File: src/rtl/rdma_rc_qp_ctx_mgr.sv
// Multi-QP RC context manager: NUM_QP independent QP state machines behind
// one valid/ready command port with a registered, backpressurable response.
module rdma_rc_qp_ctx_mgr #(
    parameter int unsigned NUM_QP      = 8,
    parameter int unsigned IDX_WIDTH   = 3,
    parameter int unsigned QPN_WIDTH   = 16,
    parameter int unsigned PSN_WIDTH   = 24,
    parameter int unsigned MAX_RETRY   = 7,
    parameter int unsigned RETRY_WIDTH = 3
) (
    input  logic                   clk,
    input  logic                   rst_n,
    input  logic                   cmd_valid,
    output logic                   cmd_ready,
    input  logic [IDX_WIDTH-1:0]   cmd_idx,
    input  logic [2:0]             cmd_op,
    input  logic [QPN_WIDTH-1:0]   cmd_qpn,
    input  logic [PSN_WIDTH-1:0]   cmd_psn,
    output logic                   rsp_valid,
    input  logic                   rsp_ready,
    output logic [IDX_WIDTH-1:0]   rsp_idx,
    output logic [1:0]             rsp_status,
    output logic [2:0]             rsp_state,
    output logic [3*NUM_QP-1:0]    qp_state_vec,
    output logic [NUM_QP-1:0]      qp_ready_vec,
    output logic [NUM_QP-1:0]      qp_rx_en_vec,
    input  logic [IDX_WIDTH-1:0]   rd_idx,
    output logic [QPN_WIDTH-1:0]   rd_remote_qpn,
    output logic [PSN_WIDTH-1:0]   rd_sq_psn
);

    localparam int unsigned SW = (NUM_QP > 1) ? $clog2(NUM_QP) : 1;

    typedef enum logic [2:0] {
        QP_RESET = 3'b000,
        QP_INIT  = 3'b001,
        QP_RTR   = 3'b010,
        QP_RTS   = 3'b011,
        QP_ERROR = 3'b111
    } qp_state_e;

    typedef enum logic [2:0] {
        OP_TO_INIT   = 3'd0,
        OP_TO_RTR    = 3'd1,
        OP_TO_RTS    = 3'd2,
        OP_TO_RESET  = 3'd3,
        OP_TO_ERROR  = 3'd4,
        OP_RETRY_EVT = 3'd5,
        OP_ACK_EVT   = 3'd6,
        OP_RSVD      = 3'd7
    } qp_op_e;

    typedef enum logic [1:0] {
        RSP_OK        = 2'b00,
        RSP_ILLEGAL   = 2'b01,
        RSP_BAD_IDX   = 2'b10,
        RSP_RETRY_EXC = 2'b11
    } rsp_status_e;

    qp_state_e              state_q [NUM_QP];
    qp_state_e              state_d [NUM_QP];
    logic [QPN_WIDTH-1:0]   lqpn_q  [NUM_QP];
    logic [QPN_WIDTH-1:0]   lqpn_d  [NUM_QP];
    logic [QPN_WIDTH-1:0]   rqpn_q  [NUM_QP];
    logic [QPN_WIDTH-1:0]   rqpn_d  [NUM_QP];
    logic [PSN_WIDTH-1:0]   psn_q   [NUM_QP];
    logic [PSN_WIDTH-1:0]   psn_d   [NUM_QP];
    logic [RETRY_WIDTH-1:0] retry_q [NUM_QP];
    logic [RETRY_WIDTH-1:0] retry_d [NUM_QP];

    logic                   rsp_valid_q, rsp_valid_d;
    logic [IDX_WIDTH-1:0]   rsp_idx_q, rsp_idx_d;
    rsp_status_e            rsp_status_q, rsp_status_d;
    qp_state_e              rsp_state_q, rsp_state_d;

    logic                   cmd_accept;
    logic                   cmd_idx_ok;
    logic [SW-1:0]          cmd_slot;
    qp_state_e              cur_state;
    logic                   rd_ok;
    logic [SW-1:0]          rd_slot;

    always_ff @(posedge clk or negedge rst_n) begin
        if (!rst_n) begin
            for (int unsigned i = 0; i < NUM_QP; i++) begin
                state_q[i] <= QP_RESET;
                lqpn_q[i]  <= '0;
                rqpn_q[i]  <= '0;
                psn_q[i]   <= '0;
                retry_q[i] <= '0;
            end
            rsp_valid_q  <= 1'b0;
            rsp_idx_q    <= '0;
            rsp_status_q <= RSP_OK;
            rsp_state_q  <= QP_RESET;
        end else begin
            state_q      <= state_d;
            lqpn_q       <= lqpn_d;
            rqpn_q       <= rqpn_d;
            psn_q        <= psn_d;
            retry_q      <= retry_d;
            rsp_valid_q  <= rsp_valid_d;
            rsp_idx_q    <= rsp_idx_d;
            rsp_status_q <= rsp_status_d;
            rsp_state_q  <= rsp_state_d;
        end
    end

    // Only the addressed context is touched; response defaults to ILLEGAL and
    // is upgraded by whichever transition turns out to be legal.
    always_comb begin
        state_d      = state_q;
        lqpn_d       = lqpn_q;
        rqpn_d       = rqpn_q;
        psn_d        = psn_q;
        retry_d      = retry_q;
        rsp_valid_d  = rsp_valid_q && !rsp_ready;
        rsp_idx_d    = rsp_idx_q;
        rsp_status_d = rsp_status_q;
        rsp_state_d  = rsp_state_q;
        cmd_idx_ok   = 32'(cmd_idx) < NUM_QP;
        cmd_slot     = cmd_idx[SW-1:0];
        cur_state    = state_q[cmd_slot];
        if (cmd_accept) begin
            rsp_valid_d  = 1'b1;
            rsp_idx_d    = cmd_idx;
            rsp_status_d = RSP_ILLEGAL;
            rsp_state_d  = QP_RESET;
            if (!cmd_idx_ok) begin
                rsp_status_d = RSP_BAD_IDX;
            end else begin
                case (qp_op_e'(cmd_op))
                    OP_TO_INIT: if (cur_state == QP_RESET && cmd_qpn != '0) begin
                        state_d[cmd_slot] = QP_INIT;
                        lqpn_d[cmd_slot]  = cmd_qpn;
                        retry_d[cmd_slot] = '0;
                        rsp_status_d      = RSP_OK;
                    end
                    OP_TO_RTR: if (cur_state == QP_INIT && cmd_qpn != '0) begin
                        state_d[cmd_slot] = QP_RTR;
                        rqpn_d[cmd_slot]  = cmd_qpn;
                        rsp_status_d      = RSP_OK;
                    end
                    OP_TO_RTS: if (cur_state == QP_RTR) begin
                        state_d[cmd_slot] = QP_RTS;
                        psn_d[cmd_slot]   = cmd_psn;
                        retry_d[cmd_slot] = '0;
                        rsp_status_d      = RSP_OK;
                    end
                    OP_TO_RESET: begin
                        state_d[cmd_slot] = QP_RESET;
                        lqpn_d[cmd_slot]  = '0;
                        rqpn_d[cmd_slot]  = '0;
                        psn_d[cmd_slot]   = '0;
                        retry_d[cmd_slot] = '0;
                        rsp_status_d      = RSP_OK;
                    end
                    OP_TO_ERROR: begin
                        state_d[cmd_slot] = QP_ERROR;
                        rsp_status_d      = RSP_OK;
                    end
                    OP_RETRY_EVT: if (cur_state == QP_RTS) begin
                        if (retry_q[cmd_slot] == RETRY_WIDTH'(MAX_RETRY - 1)) begin
                            state_d[cmd_slot] = QP_ERROR;
                            rsp_status_d      = RSP_RETRY_EXC;
                        end else begin
                            retry_d[cmd_slot] = retry_q[cmd_slot] + RETRY_WIDTH'(1);
                            rsp_status_d      = RSP_OK;
                        end
                    end
                    OP_ACK_EVT: if (cur_state == QP_RTS) begin
                        retry_d[cmd_slot] = '0;
                        psn_d[cmd_slot]   = psn_q[cmd_slot] + PSN_WIDTH'(1);
                        rsp_status_d      = RSP_OK;
                    end
                    default: ;
                endcase
                rsp_state_d = state_d[cmd_slot];
            end
        end
    end

    always_comb begin
        cmd_ready     = !rsp_valid_q || rsp_ready;
        cmd_accept    = cmd_valid && cmd_ready;
        rsp_valid     = rsp_valid_q;
        rsp_idx       = rsp_idx_q;
        rsp_status    = rsp_status_q;
        rsp_state     = rsp_state_q;
        qp_state_vec  = '0;
        qp_ready_vec  = '0;
        qp_rx_en_vec  = '0;
        for (int unsigned i = 0; i < NUM_QP; i++) begin
            qp_state_vec[3*i +: 3] = state_q[i];
            qp_ready_vec[i]        = state_q[i] == QP_RTS;
            qp_rx_en_vec[i]        = state_q[i] == QP_RTS || state_q[i] == QP_RTR;
        end
        rd_ok         = 32'(rd_idx) < NUM_QP;
        rd_slot       = rd_idx[SW-1:0];
        rd_remote_qpn = rd_ok ? rqpn_q[rd_slot] : '0;
        rd_sq_psn     = rd_ok ? psn_q[rd_slot] : '0;
    end

endmodule

File: config.mk
export PLATFORM = sky130hd
export DESIGN_NAME = rdma_rc_qp_ctx_mgr
export DESIGN_NICKNAME = d
export VERILOG_FILES = /design/src/rtl/rdma_rc_qp_ctx_mgr.sv
export SDC_FILE = /design/constraint.sdc
export NUM_CORES = 1
export LEC_CHECK = 0
export CORE_ASPECT_RATIO = 0.5
export CORE_MARGIN = 10
export CORE_UTILIZATION = 44
export CTS_CLUSTER_SIZE = 20
export DETAILED_ROUTE_END_ITERATION = 10
export GPL_TIMING_DRIVEN = 1
export PLACE_DENSITY_LB_ADDON = 0.25
export SYNTH_ARGS = -nofsm -noshare
export SYNTH_HDL_FRONTEND = slang
export SYNTH_SLANG_ARGS = --single-unit
File: constraint.sdc
create_clock -name clk -period 3.3 [get_ports clk]
set_clock_uncertainty 0.15 [all_clocks]
set_input_delay 0.825 -clock clk [delete_from_list [all_inputs] [get_ports clk]]
set_output_delay 0.825 -clock clk [all_outputs]
set_load 0.02 [all_outputs]
==> key figures, run 1 <==
Synth
  – Post-Synth Adder-Cell Area: 0.001776
  – Largest family of logic cells by synthesized area: compound AO/OA/AOI/OAI gates
  – Main synth FF type: dfrtp_1
  – Synth Net Count: 2,182
  – Synthesized area per cell: ~9.9 sq um
  – Post-synth ARST share: 1.000
  – Post-synthesis xor/xnor area fraction: 0.007875
  – Mux contribution to synthesized area: 0.1685
  – Mapped cell area: 0.02113 sq mm
  – Seq/Total Area, Yosys: 0.4464
  – Post-Syn Instances: between 2,000 and 2,500
  – Synth Warn #: 0
  – EDFF count, synth: 0
  – Synth Area in Simple Gates: 0.1428
  – Complex-gate fraction of the synthesized area: 0.1942
  – Unique masters post-synth: 83
  – Synth Register Bits: 377

Placed design
  – DP HPWL: 61,760 um
  – IO Port Bufs: between 100 and 150
  – Pre-CTS WS: -1003 ps
  – DP Cell Count: 3,198
  – Placed Area: 0.02715 sq mm
  – Routability Congestion: 1.005

Die
  – Die height: 175.0 um
  – Initial core utilization: 0.4481
  – Core area: 0.04716 sq mm
  – Rows: 56
  – Die area: 0.05772 sq mm
  – DIE WIDTH: 329.9 um
  – Ports: 143

Finish
  – FILL cells: 3,616
  – Antenna cells: 0
  – Layout cells sized above 1: 0.3740
  – Area grow syn2layout: 45.70%
  – Final core utilization: 0.6529
  – Final non-filler cell area: around 0.031 sq mm
  – Nets: 2,760
  – Layout Cells excl Fill: 3,368

Timing
  – Fin. Hold Viols: 0
  – Slew Limit Headroom: 0.5878
  – RSZ-0062 raised after global routing: yes
  – Tmin final: 3533 ps
  – Final WS setup: -233.4 ps
  – Slew Viols, Final: 0
  – Tightest Pin Transition: 618.3 ps
  – Final period util: 1.071
  – Fmax: 283.0 MHz
  – Endpoints failing setup: around 260

Detailed routing
  – Drt pass-1 iters: 6
  – Vias/cell: 6.272
  – WL/cell: 26.83 um
  – DRT Wirelength: 90,350 um
  – Drc violations: 0
  – Via count: 21,130
  – Initial DRC Count: 2,500
  – Post-DRT Antenna Nets: 0

Worst setup path
  – CP Class: in2reg
  – Worst Path Arrival: between 3000 and 4000 ps
  – CP Capture Type: register
  – Startpoint type of the worst setup path: input pin
  – Worst Path Max Fanout: 6
  – Critical Path RT: 3580 ps

Clocking
  – Cts bufs inserted: 38
  – Max clock buf depth: 3
  – CTS tree: yes
  – Clock-pin slew on the worst setup and hold paths: 60 ps
  – Root Driver: clkbuf_16
  – Worst-Skew Late Latency: 560 ps
  – # clock sinks: 377
  – H-tree depth: 2
  – CTS Hold Bufs: 0

Pwr
  – Pleak: 13.50 nW
  – Cell area power density: 502.5 mW/mm^2
  – Tot Pwr: 0.01547 W
  – Max VDD drop: 0.4009 mV

Min path
  – Worst Hold Class: in2async

Global route
  – Initial antenna violation count: 1
  – First-pass GRT wire length: 129,800 um
  – GRT Util Overall: 0.2930
  – Largest net degree at the start of global routing: 76
  – Total grt overflow: 0
  – Vias in the first global route: 20,330

Run
  – Max cap viols: 0

Run status
  – Status: complete, but fails checks
  – Failing checks: setup timing
==> state kept, by name, indices dropped and copies added, names as in the netlist <==
signal	flops
retry_q	24
qp_state_vec	24
rsp_idx	3
rqpn_q	128
rsp_state	3
rsp_status	2
rsp_valid	1
psn_q	192
==> cells in the mapped netlist, types with 16 or more instances <==
master    count  area share
nor2b_1      17      0.0050
nor2_1      134       0.024
a221oi_1     16      0.0066
a31oi_1      49       0.015
mux4_2      103        0.11
clkbuf_1    108       0.019
dfrtp_1     377        0.45
a22oi_1      28      0.0099
mux2i_1      34       0.016
mux2_2       78       0.042
and2_1       20      0.0059
a21oi_1      92       0.022
nand2_1     380       0.067
o21a_1       32       0.011
o21ai_0     252       0.060
buf_2        30      0.0071
o22a_1       16      0.0066
nand3_1      33      0.0078
o211ai_1     35       0.012
==> repair_timing <==
action                                  4_1_cts  5_1_grt
resized for setup                           148      213
pin swaps                                    45       60
endpoints found under the setup margin      406      336
gates cloned                                  3       14
endpoints found under the hold margin         0        0
buffers inserted                             36       51
==> power by group <==
group | leakage [nW] | internal [W] | switching (W)
registers | 5.00 | 0.00536 | 0.000607
clock network | 0.623 | 0.00255 | 0.00201
logic | 7.87 | 0.00240 | 0.00255
total | 13.5 | 0.0103 | 0.00517
==> worst max-delay path, cell delays in order <==
cell and delay [ps]:
buf_12 120, mux2i_1 120, mux4_2 530, a31oi_4 160, or4b_4 540, or4_4 550
buf_4 170, xnor2_2 140, a221o_2 420, o22a_1 240
==> per-layer routing <==
metal	track usage	routed length, um
met5	0	12
met4	0.07108	2333
met3	0.09443	11440
met2	0.4282	39050
met1	0.4155	37520
==> layout by cell type, fill, tap and decap left out, drive strengths merged, types with 11 or more instances in the layout <==
cell type	Yosys	routed
a21oi	93	93
a221oi	17	17
a22oi	28	28
a31oi	50	50
and2	20	20
buf	59	558
clkbuf	108	70
clkdlybuf4s50	0	95
dfrtp	377	377
dlygate4sd2	0	26
inv	13	14
mux2	80	80
mux2i	34	34
mux4	103	103
nand2	380	380
nand3	33	33
nor2	140	140
nor2b	17	17
nor3	13	13
nor4	17	17
o211ai	35	35
o21a	32	32
o21ai	265	265
o221ai	14	14
o22a	16	16
o32a	13	13
or3	11	11
xnor2	14	14
==> through the flow <==
| step | TNS (ps) | hold slack, ps |
|---|---|---|
| 3_3_place_gp | -280900 | 306.6 |
| 3_5_place_dp | -294680 | 316.8 |
| 4_1_cts | -4724 | 116.1 |
| 6_report | -19060 | 115.6 |
| 2_1_floorplan | -119580 | 294.2 |
| 5_1_grt | -32690 | 136.0 |
==> worst paths after layout <==
kind	startpoint	end	slack, ps	cells after the start
setup reg to reg	psn_q[171]$_DFFE_PN0P_	psn_q[63]$_DFFE_PN0P_	-200	9
hold / removal	rst_n	rqpn_q[3]$_DFFE_PN0P_	120	1
hold reg to reg	rqpn_q[124]$_DFFE_PN0P_	rqpn_q[124]$_DFFE_PN0P_	320	2
min in group clk	rqpn_q[124]$_DFFE_PN0P_	rqpn_q[124]$_DFFE_PN0P_	320	2
max in group asynchronous	rst_n	psn_q[66]$_DFFE_PN0P_	2010	2
setup / recovery	cmd_idx[2]	psn_q[63]$_DFFE_PN0P_	-230	10
==> logic make-up (layout without fill, tap and decap cells) <==
family,count (synthesis),in the layout
AND/OR/NAND/NOR,681,681
AO/OA/AOI/OAI,648,648
flip-flops,377,377
multiplexers,217,217
buffers and inverters,181,785
XOR/XNOR,19,19
adder cells (fa/ha/maj),3,3
==> final cells by class <==
type                       count  area [sq um]  area share
sequential                   377          9434      0.3064
multi-input combinational   1568         12190      0.3959
clock inverter                15         175.2    0.005689
timing repair buffer         705          7048      0.2289
clock buffer                  51          1081     0.03511
inverter                      14         61.31    0.001991
tap                          638         798.3     0.02593
(Power assumes the default switching activity.)
==> run 2, diff against run 1 <==
--- a/config.mk
+++ b/config.mk
@@ -5,9 +5,11 @@
 export SDC_FILE = /design/constraint.sdc
 export NUM_CORES = 1
 export LEC_CHECK = 0
+export CELL_PAD_IN_SITES_DETAIL_PLACEMENT = 0
+export CELL_PAD_IN_SITES_GLOBAL_PLACEMENT = 2
 export CORE_ASPECT_RATIO = 0.5
 export CORE_MARGIN = 10
-export CORE_UTILIZATION = 44
+export CORE_UTILIZATION = 35
 export CTS_CLUSTER_SIZE = 20
 export DETAILED_ROUTE_END_ITERATION = 10
 export GPL_TIMING_DRIVEN = 1
==> key figures, run 2 (synthesized netlist as in run 1, its figures left out) <==
Clocking
  – Max clock buf depth: 3 (unchanged)
  – CTS Hold Bufs: 0 (unchanged)
  – H-tree depth: 2 (unchanged)
  – Worst-Skew Late Latency: 590 ps (+30 ps)
  – Root Driver: clkbuf_16
  – Cts bufs inserted: 39 (+2.6%)
  – CTS tree: yes
  – # clock sinks: 377 (unchanged)
  – Clock-pin slew on the worst setup and hold paths: 70 ps (about the same)

Die
  – Rows: 63 (+13%)
  – DIE WIDTH: 367.5 um (+11%)
  – Core area: 0.05951 sq mm (+26%)
  – Initial core utilization: 0.3551 (-0.09305)
  – Die height: 193.7 um (+11%)
  – Ports: 143 (unchanged)
  – Die area: 0.07120 sq mm (+23%)

Worst setup path
  – Worst Path Max Fanout: 8 (+2)
  – Number of cells on the worst reg-to-reg path: 9 (unchanged)
  – Worst Path Arrival: 3790 ps (-20 ps)
  – CP Class: in2reg
  – Critical Path RT: 3600 ps (+20 ps)
  – Worst Path Buf+Inv: 2 (unchanged)
  – Crit path cell chain: buf_12 > nand2b_4 > mux4_2 > a31oi_4 > or4b_4 > buf_4 > or4_4 > or3_4 > a32oi_4 > a21oi_1
  – CP Capture Type: register
  – RR Startpoint: psn_q[51]$_DFFE_PN0P_
  – Worst stage delay on the critical path: 520 ps (-30 ps)
  – Setup slack, reg-to-reg: -150 ps (+50 ps)
  – CP max stage cell: or4b_4
  – Family with the most delay on the worst path: simple AND/OR/NAND/NOR gates
  – Startpoint type of the worst setup path: input pin
  – Worst R2R End: psn_q[161]$_DFFE_PN0P_

Timing
  – Final period util: 1.057 (-0.01394)
  – Final WS setup: -187.4 ps (+46.01 ps)
  – Slew Viols, Final: 0 (unchanged)
  – Endpoints failing setup: 69 (-74%)
  – Tmin final: 3487 ps (-46.01 ps)
  – RSZ-0062 raised after global routing: yes
  – Slew Limit Headroom: 0.2149 (-0.3729)
  – Tightest Pin Transition: 1178 ps (+559.4 ps)
  – Final hold slack: 35.44 ps (-80.18 ps)
  – Fin. Hold Viols: 0 (unchanged)
  – Fmax: 286.7 MHz (+1.3%)

Pwr
  – Max VDD drop: 0.3507 mV (-13%)
  – Pleak: 13.40 nW (-0.76%)
  – Cell area power density: 515.6 mW/mm^2 (+2.6%)

Placed design
  – DP Cell Count: 3,395 (+6.2%)
  – IO Port Bufs: 142 (unchanged)
  – Routability Congestion: 0.9782 (-2.7%)
  – DP HPWL: 66,500 um (+7.7%)

Global route
  – Grt met3 use: 0.06334 (-0.03109)
  – Met2 usage: 0.3627 (-0.06556)
  – GRT Util Overall: 0.2446 (-0.04841)
  – Initial antenna violation count: 1 (unchanged)
  – GR peak layer: met2
  – Largest net degree at the start of global routing: 67 (-12%)
  – GR Util met1: 0.3520 (-0.06350)
  – First-pass GRT wire length: 134,200 um (+3.4%)
  – Vias in the first global route: 20,110 (-1.1%)
  – Total grt overflow: 0 (unchanged)

Detailed routing
  – Post-DRT Antenna Nets: 0 (unchanged)
  – Via count: 20,360 (-3.6%)
  – Drt pass-1 iters: 6 (unchanged)
  – Initial DRC Count: 2,021 (-19%)
  – WL/cell: 26.61 um (-0.80%)
  – DRT Wirelength: 93,970 um (+4.0%)
  – Drc violations: 0 (unchanged)
  – Vias/cell: 5.766 (-8.1%)

Finish
  – Nets: 2,743 (-0.62%)
  – Layout cells sized above 1: 0.3742 (about the same)
  – Area grow syn2layout: 45.15%
  – Commonest non-fill, non-tap cell in the layout: buf_4
  – Max reg flops: 192 (unchanged)
  – Commonest cells after routing, fill and taps aside: buf_4 (433), dfrtp_1 (377), nand2_1 (347), o21ai_0 (178), nor2_1 (121)
  – Biggest register: psn_q
  – Layout Cells excl Fill: 3,531 (+4.8%)
  – Regs by FF count: psn_q: 192 flops, rqpn_q: 128 flops

Run status
  – Failing checks: setup timing
  – Status: complete, but fails checks

Run
  – Max cap viols: 0 (unchanged)

Min path
  – Worst Hold Class: in2async
run 2: where the power goes:
| group | internal, W | switching, W |
|---|---|---|
| combinational | 0.00236 | 0.00251 |
| clock | 0.00287 | 0.00213 |
| sequential | 0.00536 | 0.000587 |
run 2: worst max-delay path by stage:
stage,slack (ps),cells past startpoint,from,endpoint
after floorplan,-590,13,cmd_idx[0],retry_q[3]$_DFFE_PN0P_
after global placement,-990,8,cmd_idx[0],psn_q[161]$_DFFE_PN0P_
after detailed placement,-1010,10,cmd_idx[0],psn_q[191]$_DFFE_PN0P_
after CTS,-180,8,psn_q[51]$_DFFE_PN0P_,psn_q[191]$_DFFE_PN0P_
after global routing,-260,8,psn_q[51]$_DFFE_PN0P_,psn_q[191]$_DFFE_PN0P_
final,-190,10,cmd_idx[2],psn_q[161]$_DFFE_PN0P_
run 2: final cells by class:
class | count | area (sq um)
inverters | 14 | 61.31
multi-input cells | 1568 | 12050
well taps | 812 | 1016
clock buffers | 54 | 1112
repair buffers | 687 | 6701
fillers | 5431 | 28840
flip-flops and latches | 377 | 9434
diodes | 1 | 2.502
clock inverters | 18 | 294.0
run 2: worst register-to-register path, cell delays in order (launching register included):
cell and delay, ps:
dfrtp_1 380, mux2i_1 80, mux4_2 530, a31oi_4 160, or4b_4 520, buf_4 170
or4_4 510, or3_4 410, a32oi_4 320, a21oi_1 100
run 2: layer usage:
layer	vias up	routed length, um
met5	-	0
met4	0	2348
met3	146	8064
met2	843	40680
met1	10340	42880
li1	9029	-
run 2: repair_timing:
item	CTS	global route
setup buffers	27	27
pin swaps	24	59
gates resized for setup	162	232
setup endpoints to repair	393	297
cloned	1	15
run 2: stage by stage:
stage	setup TNS [ps]	util	instance area, sq um	power [W]	setup slack, ps
5_1_grt	-11420	0.5154	30670	0.01649	-261.7
3_5_place_dp	-304880	0.4636	27590	0.01060	-1008
6_report	-4963	0.5154	30670	0.01581	-187.4
3_3_place_gp	-297030	0.4636	27590	0.01056	-989.9
2_1_floorplan	-119580	-	21890	0.008233	-592.6
4_1_cts	-3879	0.4961	29530	0.01564	-175.2
